`src/rtl/rs_pkg.sv`:
```
// Shared reservation-station parameters and entry layout, also used by the
// select arbiter and dispatch.
package rs_pkg;

  localparam int RS_ENTRIES = 8;
  localparam int TAG_W      = 6;
  localparam int PAYLOAD_W  = 32;
  localparam int CDB_PORTS  = 2;
  localparam int IDX_W      = $clog2(RS_ENTRIES);
  localparam int CNT_W      = $clog2(RS_ENTRIES) + 1;

  typedef struct packed {
    logic                 valid;
    logic [TAG_W-1:0]     src1_tag;
    logic                 src1_rdy;
    logic [TAG_W-1:0]     src2_tag;
    logic                 src2_rdy;
    logic [TAG_W-1:0]     dst_tag;
    logic [PAYLOAD_W-1:0] payload;
  } rs_entry_t;

  // True when any valid CDB port broadcasts the given tag.
  function automatic logic cdb_hit(input logic [TAG_W-1:0]           tag,
                                   input logic [CDB_PORTS-1:0]       vld,
                                   input logic [CDB_PORTS*TAG_W-1:0] tags);
    logic hit;
    hit = 1'b0;
    for (int p = 0; p < CDB_PORTS; p++) begin
      if (vld[p] && (tags[p*TAG_W +: TAG_W] == tag)) hit = 1'b1;
    end
    return hit;
  endfunction

endpackage

```
`src/rtl/rs_free_finder.sv`:
```
// Lowest-index free-entry priority encoder for the reservation station.
module rs_free_finder
  import rs_pkg::*;
(
  input  logic [RS_ENTRIES-1:0] i_valid,
  output logic [IDX_W-1:0]      o_idx,
  output logic                  o_any_free
);

  logic [IDX_W-1:0] w_idx;

  // Scan high to low so the lowest free index is the last one written.
  always_comb begin
    w_idx = '0;
    for (int i = RS_ENTRIES - 1; i >= 0; i--) begin
      if (!i_valid[i]) w_idx = IDX_W'(i);
    end
  end

  assign o_idx      = w_idx;
  assign o_any_free = ~&i_valid;

endmodule

```
`src/rtl/rs_wakeup.sv`:
```
// Reservation-station entry array: CDB tag snooping, request generation for the
// select arbiter, and the registered issue packet for the granted entry.
module rs_wakeup
  import rs_pkg::*;
(
  input  logic                       clk,
  input  logic                       rst,
  input  logic                       flush,
  input  logic                       alloc_valid,
  output logic                       alloc_ready,
  input  logic [TAG_W-1:0]           alloc_src1_tag,
  input  logic                       alloc_src1_rdy,
  input  logic [TAG_W-1:0]           alloc_src2_tag,
  input  logic                       alloc_src2_rdy,
  input  logic [TAG_W-1:0]           alloc_dst_tag,
  input  logic [PAYLOAD_W-1:0]       alloc_payload,
  input  logic [CDB_PORTS-1:0]       cdb_valid,
  input  logic [CDB_PORTS*TAG_W-1:0] cdb_tag,
  output logic [RS_ENTRIES-1:0]      reqs,
  input  logic [IDX_W-1:0]           grant,
  input  logic                       grant_valid,
  output logic                       issue_valid,
  output logic [TAG_W-1:0]           issue_dst_tag,
  output logic [PAYLOAD_W-1:0]       issue_payload,
  output logic [CNT_W-1:0]           occupancy
);

  logic [RS_ENTRIES-1:0] w_valid;
  logic [RS_ENTRIES-1:0] w_reqs;
  logic [TAG_W-1:0]      w_dst     [RS_ENTRIES];
  logic [PAYLOAD_W-1:0]  w_pay     [RS_ENTRIES];
  logic [IDX_W-1:0]      w_free_idx;
  logic                  w_any_free;
  logic                  w_alloc;
  logic                  w_issue;
  logic                  w_byp1;
  logic                  w_byp2;
  logic [CNT_W-1:0]      w_occ;

  logic                  r_issue_valid;
  logic [TAG_W-1:0]      r_issue_dst_tag;
  logic [PAYLOAD_W-1:0]  r_issue_payload;

  rs_free_finder u_free_finder (
    .i_valid    (w_valid),
    .o_idx      (w_free_idx),
    .o_any_free (w_any_free)
  );

  assign w_alloc = alloc_valid && w_any_free && !flush;
  assign w_issue = grant_valid && w_reqs[grant] && !flush;
  assign w_byp1  = cdb_hit(alloc_src1_tag, cdb_valid, cdb_tag);
  assign w_byp2  = cdb_hit(alloc_src2_tag, cdb_valid, cdb_tag);

  for (genvar i = 0; i < RS_ENTRIES; i++) begin : g_entry
    rs_entry_t r_ent;
    logic      w_hit1;
    logic      w_hit2;
    logic      w_alloc_here;
    logic      w_grant_here;

    assign w_hit1       = cdb_hit(r_ent.src1_tag, cdb_valid, cdb_tag);
    assign w_hit2       = cdb_hit(r_ent.src2_tag, cdb_valid, cdb_tag);
    assign w_alloc_here = w_alloc && (w_free_idx == IDX_W'(i));
    assign w_grant_here = w_issue && (grant == IDX_W'(i));

    // Alloc only targets a free entry and grant only a valid one, so the
    // two branches below never compete for the same entry.
    always_ff @(posedge clk or negedge rst) begin
      if (!rst) begin
        r_ent <= '0;
      end else if (flush) begin
        r_ent.valid <= 1'b0;
      end else if (w_alloc_here) begin
        r_ent.valid    <= 1'b1;
        r_ent.src1_tag <= alloc_src1_tag;
        r_ent.src1_rdy <= alloc_src1_rdy | w_byp1;
        r_ent.src2_tag <= alloc_src2_tag;
        r_ent.src2_rdy <= alloc_src2_rdy | w_byp2;
        r_ent.dst_tag  <= alloc_dst_tag;
        r_ent.payload  <= alloc_payload;
      end else if (r_ent.valid) begin
        if (w_grant_here) r_ent.valid <= 1'b0;
        if (w_hit1) r_ent.src1_rdy <= 1'b1;
        if (w_hit2) r_ent.src2_rdy <= 1'b1;
      end
    end

    assign w_valid[i] = r_ent.valid;
    assign w_reqs[i]  = r_ent.valid & r_ent.src1_rdy & r_ent.src2_rdy;
    assign w_dst[i]   = r_ent.dst_tag;
    assign w_pay[i]   = r_ent.payload;
  end

  always_ff @(posedge clk or negedge rst) begin
    if (!rst) begin
      r_issue_valid   <= 1'b0;
      r_issue_dst_tag <= '0;
      r_issue_payload <= '0;
    end else if (w_issue) begin
      r_issue_valid   <= 1'b1;
      r_issue_dst_tag <= w_dst[grant];
      r_issue_payload <= w_pay[grant];
    end else begin
      r_issue_valid   <= 1'b0;
    end
  end

  always_comb begin
    w_occ = '0;
    for (int i = 0; i < RS_ENTRIES; i++) w_occ = w_occ + CNT_W'(w_valid[i]);
  end

  // A grant to a non-requesting entry is dropped; flag it so the arbiter bug is visible.
  a_grant_legal: assert property (@(posedge clk) disable iff (!rst)
                                  (grant_valid && !flush) |-> w_reqs[grant])
    else $warning("rs_wakeup: grant to non-requesting entry %0d ignored", grant);

  assign alloc_ready   = w_any_free;
  assign reqs          = w_reqs;
  assign occupancy     = w_occ;
  assign issue_valid   = r_issue_valid;
  assign issue_dst_tag = r_issue_dst_tag;
  assign issue_payload = r_issue_payload;

endmodule

```
`config.mk`:
```
export PLATFORM = sky130hd
export DESIGN_NAME = rs_wakeup
export DESIGN_NICKNAME = d
export VERILOG_FILES = /design/src/rtl/rs_pkg.sv /design/src/rtl/rs_free_finder.sv /design/src/rtl/rs_wakeup.sv
export SDC_FILE = /design/constraint.sdc
export NUM_CORES = 1
export LEC_CHECK = 0
export ABC_AREA = 1
export CAP_MARGIN = 10
export CELL_PAD_IN_SITES_DETAIL_PLACEMENT = 1
export CELL_PAD_IN_SITES_GLOBAL_PLACEMENT = 2
export CORE_UTILIZATION = 39
export CTS_BUF_LIST = sky130_fd_sc_hd__clkbuf_2 sky130_fd_sc_hd__clkbuf_4 sky130_fd_sc_hd__clkbuf_8
export CTS_CLUSTER_DIAMETER = 120
export CTS_CLUSTER_SIZE = 25
export DETAILED_ROUTE_END_ITERATION = 6
export GPL_ROUTABILITY_DRIVEN = 1
export GPL_TIMING_DRIVEN = 1
export PLACE_DENSITY_LB_ADDON = 0.1
export SYNTH_ARGS = -nofsm -noshare
export SYNTH_HDL_FRONTEND = slang
export SYNTH_HIERARCHICAL = 1
export SYNTH_SLANG_ARGS = --single-unit
```
`constraint.sdc`:
```
create_clock -name clk -period 7.2 [get_ports clk]
set_clock_uncertainty 0.05 [all_clocks]
set_input_delay 0.72 -clock clk [delete_from_list [all_inputs] [get_ports clk]]
set_output_delay 0.72 -clock clk [all_outputs]
set_load 0.1 [all_outputs]
```
==> flow_summary.toml, run 1 <==
[outcome]
run_status = "finished clean"

[global_route]
grt-ovfl-total = 0
grt_pass1_vias = 21400
antenna_found_initial = 1
grt_max_degree = 116
grt_pass1_wl_mm = 127
track_usage = 0.270

[drt]
routedWlPerCell_um = 20.5
vias_per_cell = 5.28
drc = 0
drtAntennaViolNets = 0
first_pass_iters = 5
wl_mm = 79.7
num_vias = 20600
dr.first_iter.drc_count = 1423

[timing]
drv_slew = 0
tightestPinTransition_ns = 1.13
rsz0062_at_grt = "false"
slew_headroom = 0.246
setup-tns-final_ns = 0
clock.fmax_ghz = 0.183
fin_crit_ns = 5.47
final_hold_viol_count = 0
setup_viol = 0
period_share = 0.760

[synth]
seq_area_frac_synth = 0.502
synth_top_area_frac = 0.502
yosysUniqueCellTypes = 35
ys.flop_type = "dfrtp_1"
synthesis.nets = 3193
async_reset_ff_frac = 1.00
synth.top_cells.by_area = "dfrtp_1, nand2_1, o21ai_0"
synth-seq-cells = 463
netlist_instances = 3112
syn-cell-area_sq_mm = 0.0231
syn-mean-instance-area_sq_um = 7.42
yosys.area.top_type = "dfrtp_1"
synth_edf_count = 0
synth-warning-count = 6

[die]
num_rows = 88
io_pins = 126
die_h_um = 245
die_w_um = 245
coreArea_sq_mm = 0.0581
initial_core_util = 0.397
fp.dieArea_sq_mm = 0.0602

[final_layout]
nets = 3207
drive_above_1_share = 0.0329
area_growth_pct = 9.47
final_common_cell = "nand2_1"
final_area_sq_mm = 0.0253
most-common-layout-cells = "nand2_1, o21ai_0, dfrtp_1"

[place]
placed_cell_area_sq_mm = 0.0249
gp_congestion = 0.821
numPortBuffers = 125
post-dp-hpwl_mm = 48.4

[power_and_ir_drop]
power_density_mw_per_mm2 = 207
leakagePower_uw = 0.0126
irDropWorstVdd_mv = 0.159

[setup_path]
arrival_ns = 4.70
crit_path_max_fanout = 6
cp-start-kind = "flip-flop"
cp-end-kind = "output pin"
crit_type = "flip-flop to output pin"
required_ns = 6.43

[clock_tree]
postCtsSetupBuffers = 0
ctsResizeCount = 0
cts-htree-levels = 1
clockBufferDepth = 3
clkLatencyLatePin_ns = 0.66
numCtsBuffers = 22
root_buffer = "clkbuf_8"
clkTransAtPathRegs_ns = 0.17
cts.sinks = 463
cts_tree = "built"

[min_path]
hp-class = "flip-flop to flip-flop"

[run]
cap_viol_max_count = 0
==> kinds of logic after synthesis <==
kind of cell               share of synthesized area
DFF                                            0.502
xor gates and xnor gates                      0.0152
and+or+nand+nor                                0.255
adders and majority gates                    0.00509
buffers and inverters                         0.0808
AOI/OAI and AO/OA                              0.142
==> synthesized netlist by cell type (3+ instances only) <==
| cell | instances |
|---|---|
| nor2_2 | 3 |
| o22ai_1 | 15 |
| o21ai_1 | 8 |
| buf_1 | 14 |
| a21oi_1 | 56 |
| fa_1 | 4 |
| nor2_1 | 123 |
| inv_2 | 11 |
| ha_1 | 3 |
| clkinv_1 | 4 |
| dfrtp_1 | 463 |
| nand4_1 | 17 |
| inv_1 | 278 |
| o2111ai_1 | 9 |
| nor3_1 | 12 |
| o21ai_0 | 472 |
| a31oi_1 | 8 |
| a22oi_1 | 45 |
| buf_2 | 49 |
| xnor2_1 | 21 |
| nand3_1 | 84 |
| xor2_1 | 19 |
| nand2_2 | 3 |
| nand2_1 | 1264 |
| clkbuf_1 | 112 |
| buf_6 | 3 |
==> per-stage QoR <==
step	instances	utilization	hold WS (ns)	power, uW	worst slack [ns]
5_1_grt	3895	0.435	0.479	5500	1.55
3_5_place_dp	3866	0.428	0.423	4140	2.43
3_3_place_gp	3866	0.428	0.415	4110	2.47
4_1_cts	3894	0.435	0.457	5310	1.66
6_report	3895	0.435	0.451	5250	1.73
2_1_floorplan	3112	-	0.374	3710	2.29
==> sequential cells by signal, indices dropped and copies added (netlist names) <==
name	cells
issue_dst_tag	6
issue_payload	32
g_entry.r_ent	424
issue_valid	1
==> worst paths after layout <==
check,start,end,slack (ns),cells past startpoint
max in group asynchronous,rst,issue_payload[18],5.04,3
min in group asynchronous,rst,g_entry[1].r_ent[52],0.51,2
worst min register to register,g_entry[6].r_ent[1],g_entry[6].r_ent[1],0.45,2
worst max-delay path,g_entry[0].r_ent[52],occupancy[2],1.73,10
worst min-delay path,g_entry[6].r_ent[1],g_entry[6].r_ent[1],0.45,2
worst max register to register,g_entry[6].r_ent[52],g_entry[5].r_ent[28],4.17,10
==> critical path: stages, from the launching register on <==
cell             delay, ns
dfrtp_1               0.49
fa_1                  0.56
inv_1                 0.05
fa_1                  0.49
fa_1                  0.42
inv_1                 0.07
ha_1                  0.16
inv_1                 0.07
fa_1                  0.44
xnor2_1               0.15
clkdlybuf4s50_1       1.14
==> what timing repair did <==
action | in CTS | in global routing
hold buffers | 1 | 0
endpoints found under the hold margin | 56 | 0
setup endpoints to repair | 0 | 0
==> metal layers <==
metal / vias up / track usage / share of wire
li1: 9779 / - / -
met1: 10300 / 0.401 / 0.49
met2: 385 / 0.434 / 0.45
met3: 67 / 0.0191 / 0.035
met4: 0 / 0.0506 / 0.018
met5: - / 0 / 0
==> power breakdown <==
group	leakage (uW)	total, uW	switching (uW)	internal, uW
clock network	0.000191	1160	832	327
registers	0.00579	2930	133	2800
logic	0.00663	1160	850	307
total	0.0126	5250	1810	3430
==> cell type report <==
type / instances / area (sq um)
antenna: 1 / 2.50
clock buffer: 26 / 358
clock inverter: 1 / 8.76
fill: 7264 / 32900
inverter: 293 / 1100
multi-input combinational: 2176 / 9670
sequential: 463 / 11600
tap: 765 / 957
timing repair buffer: 170 / 1600
(Power assumes the default switching activity.)
==> run 2, diff against run 1 <==
--- a/config.mk
+++ b/config.mk
@@ -9,7 +9,7 @@
 export CAP_MARGIN = 10
 export CELL_PAD_IN_SITES_DETAIL_PLACEMENT = 1
 export CELL_PAD_IN_SITES_GLOBAL_PLACEMENT = 2
-export CORE_UTILIZATION = 39
+export CORE_UTILIZATION = 36
 export CTS_BUF_LIST = sky130_fd_sc_hd__clkbuf_2 sky130_fd_sc_hd__clkbuf_4 sky130_fd_sc_hd__clkbuf_8
 export CTS_CLUSTER_DIAMETER = 120
 export CTS_CLUSTER_SIZE = 25
==> constraint.sdc (replaced) <==
create_clock -name clk -period 5.4 [get_ports clk]
set_clock_uncertainty 0.05 [all_clocks]
set_input_delay 0.54 -clock clk [delete_from_list [all_inputs] [get_ports clk]]
set_output_delay 0.54 -clock clk [all_outputs]
set_load 0.1 [all_outputs]
==> run 2 against run 1 <==
Against the previous run: global-route usage decreased by 1.4 points; routed wire length grew 2.9%; clock power is 33% higher; non-clock buffer count rose by 8; die area is 8.3% higher; worst setup slack worse by 1.1 ns; largest power group unchanged.
==> flow_summary.toml, run 2 (synthesized netlist as in run 1, its figures left out) <==
[outcome]
run_status = "finished clean"

[drt]
dr.first_iter.drc_count = 1427
vias_per_cell = 5.16
routedWlPerCell_um = 20.6
drtAntennaViolNets = 0
first_pass_iters = 5
wl_mm = 82.0
num_vias = 20600
drc = 0

[setup_path]
rr_startpoint = "g_entry[2].r_ent[52]"
crit_path_max_fanout = 6
cp-start-kind = "flip-flop"
arrival_ns = 4.18
reg2regPathDepth = 10
rr_endpoint = "g_entry[0].r_ent[19]"
reg2reg_slack_ns = 2.22
required_ns = 4.81
cp-end-kind = "output pin"
crit_type = "flip-flop to output pin"

[timing]
fin_crit_ns = 4.77
slew_headroom = 0.336
final_hold_viol_count = 0
clock.fmax_ghz = 0.210
setup_viol = 0
drv_slew = 0
period_share = 0.883
setup-tns-final_ns = 0
rsz0062_at_grt = "false"
tightestPinTransition_ns = 0.993
fin_ws_ns = 0.631

[run]
cap_viol_max_count = 0

[clock_tree]
numCtsBuffers = 22
cts_tree = "built"
root_buffer = "clkbuf_8"
ctsResizeCount = 0
clkLatencyLatePin_ns = 0.70
cts-htree-levels = 1
cts.sinks = 463
clockBufferDepth = 3
clkTransAtPathRegs_ns = 0.17

[die]
fp.dieArea_sq_mm = 0.0652
coreArea_sq_mm = 0.0632
initial_core_util = 0.365
die_w_um = 255
num_rows = 92
die_h_um = 255
io_pins = 126

[power_and_ir_drop]
p_int_uw = 4520
switchingPower_uw = 2470
pwr-share-clk = 0.220
leakagePower_uw = 0.0126
switching_share = 0.353
irDropWorstVdd_mv = 0.161
p_total_uw = 6990
pwr-share-comb = 0.223
power_density_mw_per_mm2 = 275
sequentialPowerShare = 0.557

[place]
dp_slack_ns = 1.37
post-dp-hpwl_mm = 50.3
gp_congestion = 0.835
numPortBuffers = 125

[final_layout]
nets = 3215
regMostFlops = "g_entry.r_ent"
final_common_cell = "nand2_1"
area_growth_pct = 10.1
drive_above_1_share = 0.0360
largest_reg_flops = 424
most-common-layout-cells = "nand2_1, o21ai_0, dfrtp_1"

[global_route]
grt-ovfl-total = 0
grt_pass1_vias = 21200
track_usage = 0.256
antenna_found_initial = 1
grt_max_degree = 144
grt_pass1_wl_mm = 128

[min_path]
hp-class = "primary input to async pin"
==> run 2: worst max path at each step <==
stage,from,end,slack (ns),cells past startpoint
3_5_place_dp,g_entry[0].r_ent[52],occupancy[3],1.37,9
2_1_floorplan,g_entry[0].r_ent[52],occupancy[2],0.67,9
6_report,g_entry[0].r_ent[52],occupancy[3],0.63,9
4_1_cts,g_entry[0].r_ent[52],occupancy[3],0.57,9
3_3_place_gp,g_entry[0].r_ent[52],occupancy[3],1.38,9
5_1_grt,g_entry[0].r_ent[52],occupancy[3],0.46,9
==> run 2: layout make-up <==
type                       instances  area, sq um
clock inverter                     3         25.0
tap                              846         1060
inverter                         293         1100
sequential                       463        11600
antenna                            1         2.50
multi-input combinational       2176         9670
clock buffer                      22          303
timing repair buffer             178         1690
fill                            7809        37800
==> run 2: layer usage <==
layer | vias to the layer above | share of wire | track usage
met5 | - | 0 | 0
met4 | 0 | 0.015 | 0.0441
met3 | 71 | 0.037 | 0.0238
met2 | 350 | 0.46 | 0.419
met1 | 10400 | 0.49 | 0.372
li1 | 9784 | - | -
==> run 2: what timing repair did <==
item	CTS	global route
setup buffers	0	0
hold buffers	1	0
endpoints found under the hold margin	69	0
==> run 2: per-stage QoR <==
stage	area, sq um	instances	hold slack (ns)	util
floorplan	23100	3112	0.194	-
global placement	25100	3955	0.414	0.397
detailed placement	25100	3955	0.422	0.397
CTS	25400	3981	0.335	0.402
global route	25400	3982	0.374	0.402
finish	25400	3982	0.349	0.402
==> run 2: power by group through the flow <==
| stage | Combinational (uW) | Sequential, uW | Clock [uW] |
|---|---|---|---|
| final | 1560 | 3890 | 1540 |
| after global routing | 1700 | 3930 | 1720 |
| after CTS | 1570 | 3900 | 1620 |
| after detailed placement | 1560 | 3960 | 0 |
| after global placement | 1540 | 3950 | 0 |
| after floorplan | 616 | 4330 | 0 |
==> run 2: worst max-delay path, stage by stage, from the launching register on <==
cell,delay (ns)
dfrtp_1,0.49
fa_1,0.55
inv_1,0.05
fa_1,0.49
fa_1,0.41
inv_1,0.07
ha_1,0.16
nand3_1,0.07
nand2_1,0.06
clkdlybuf4s50_1,1.13
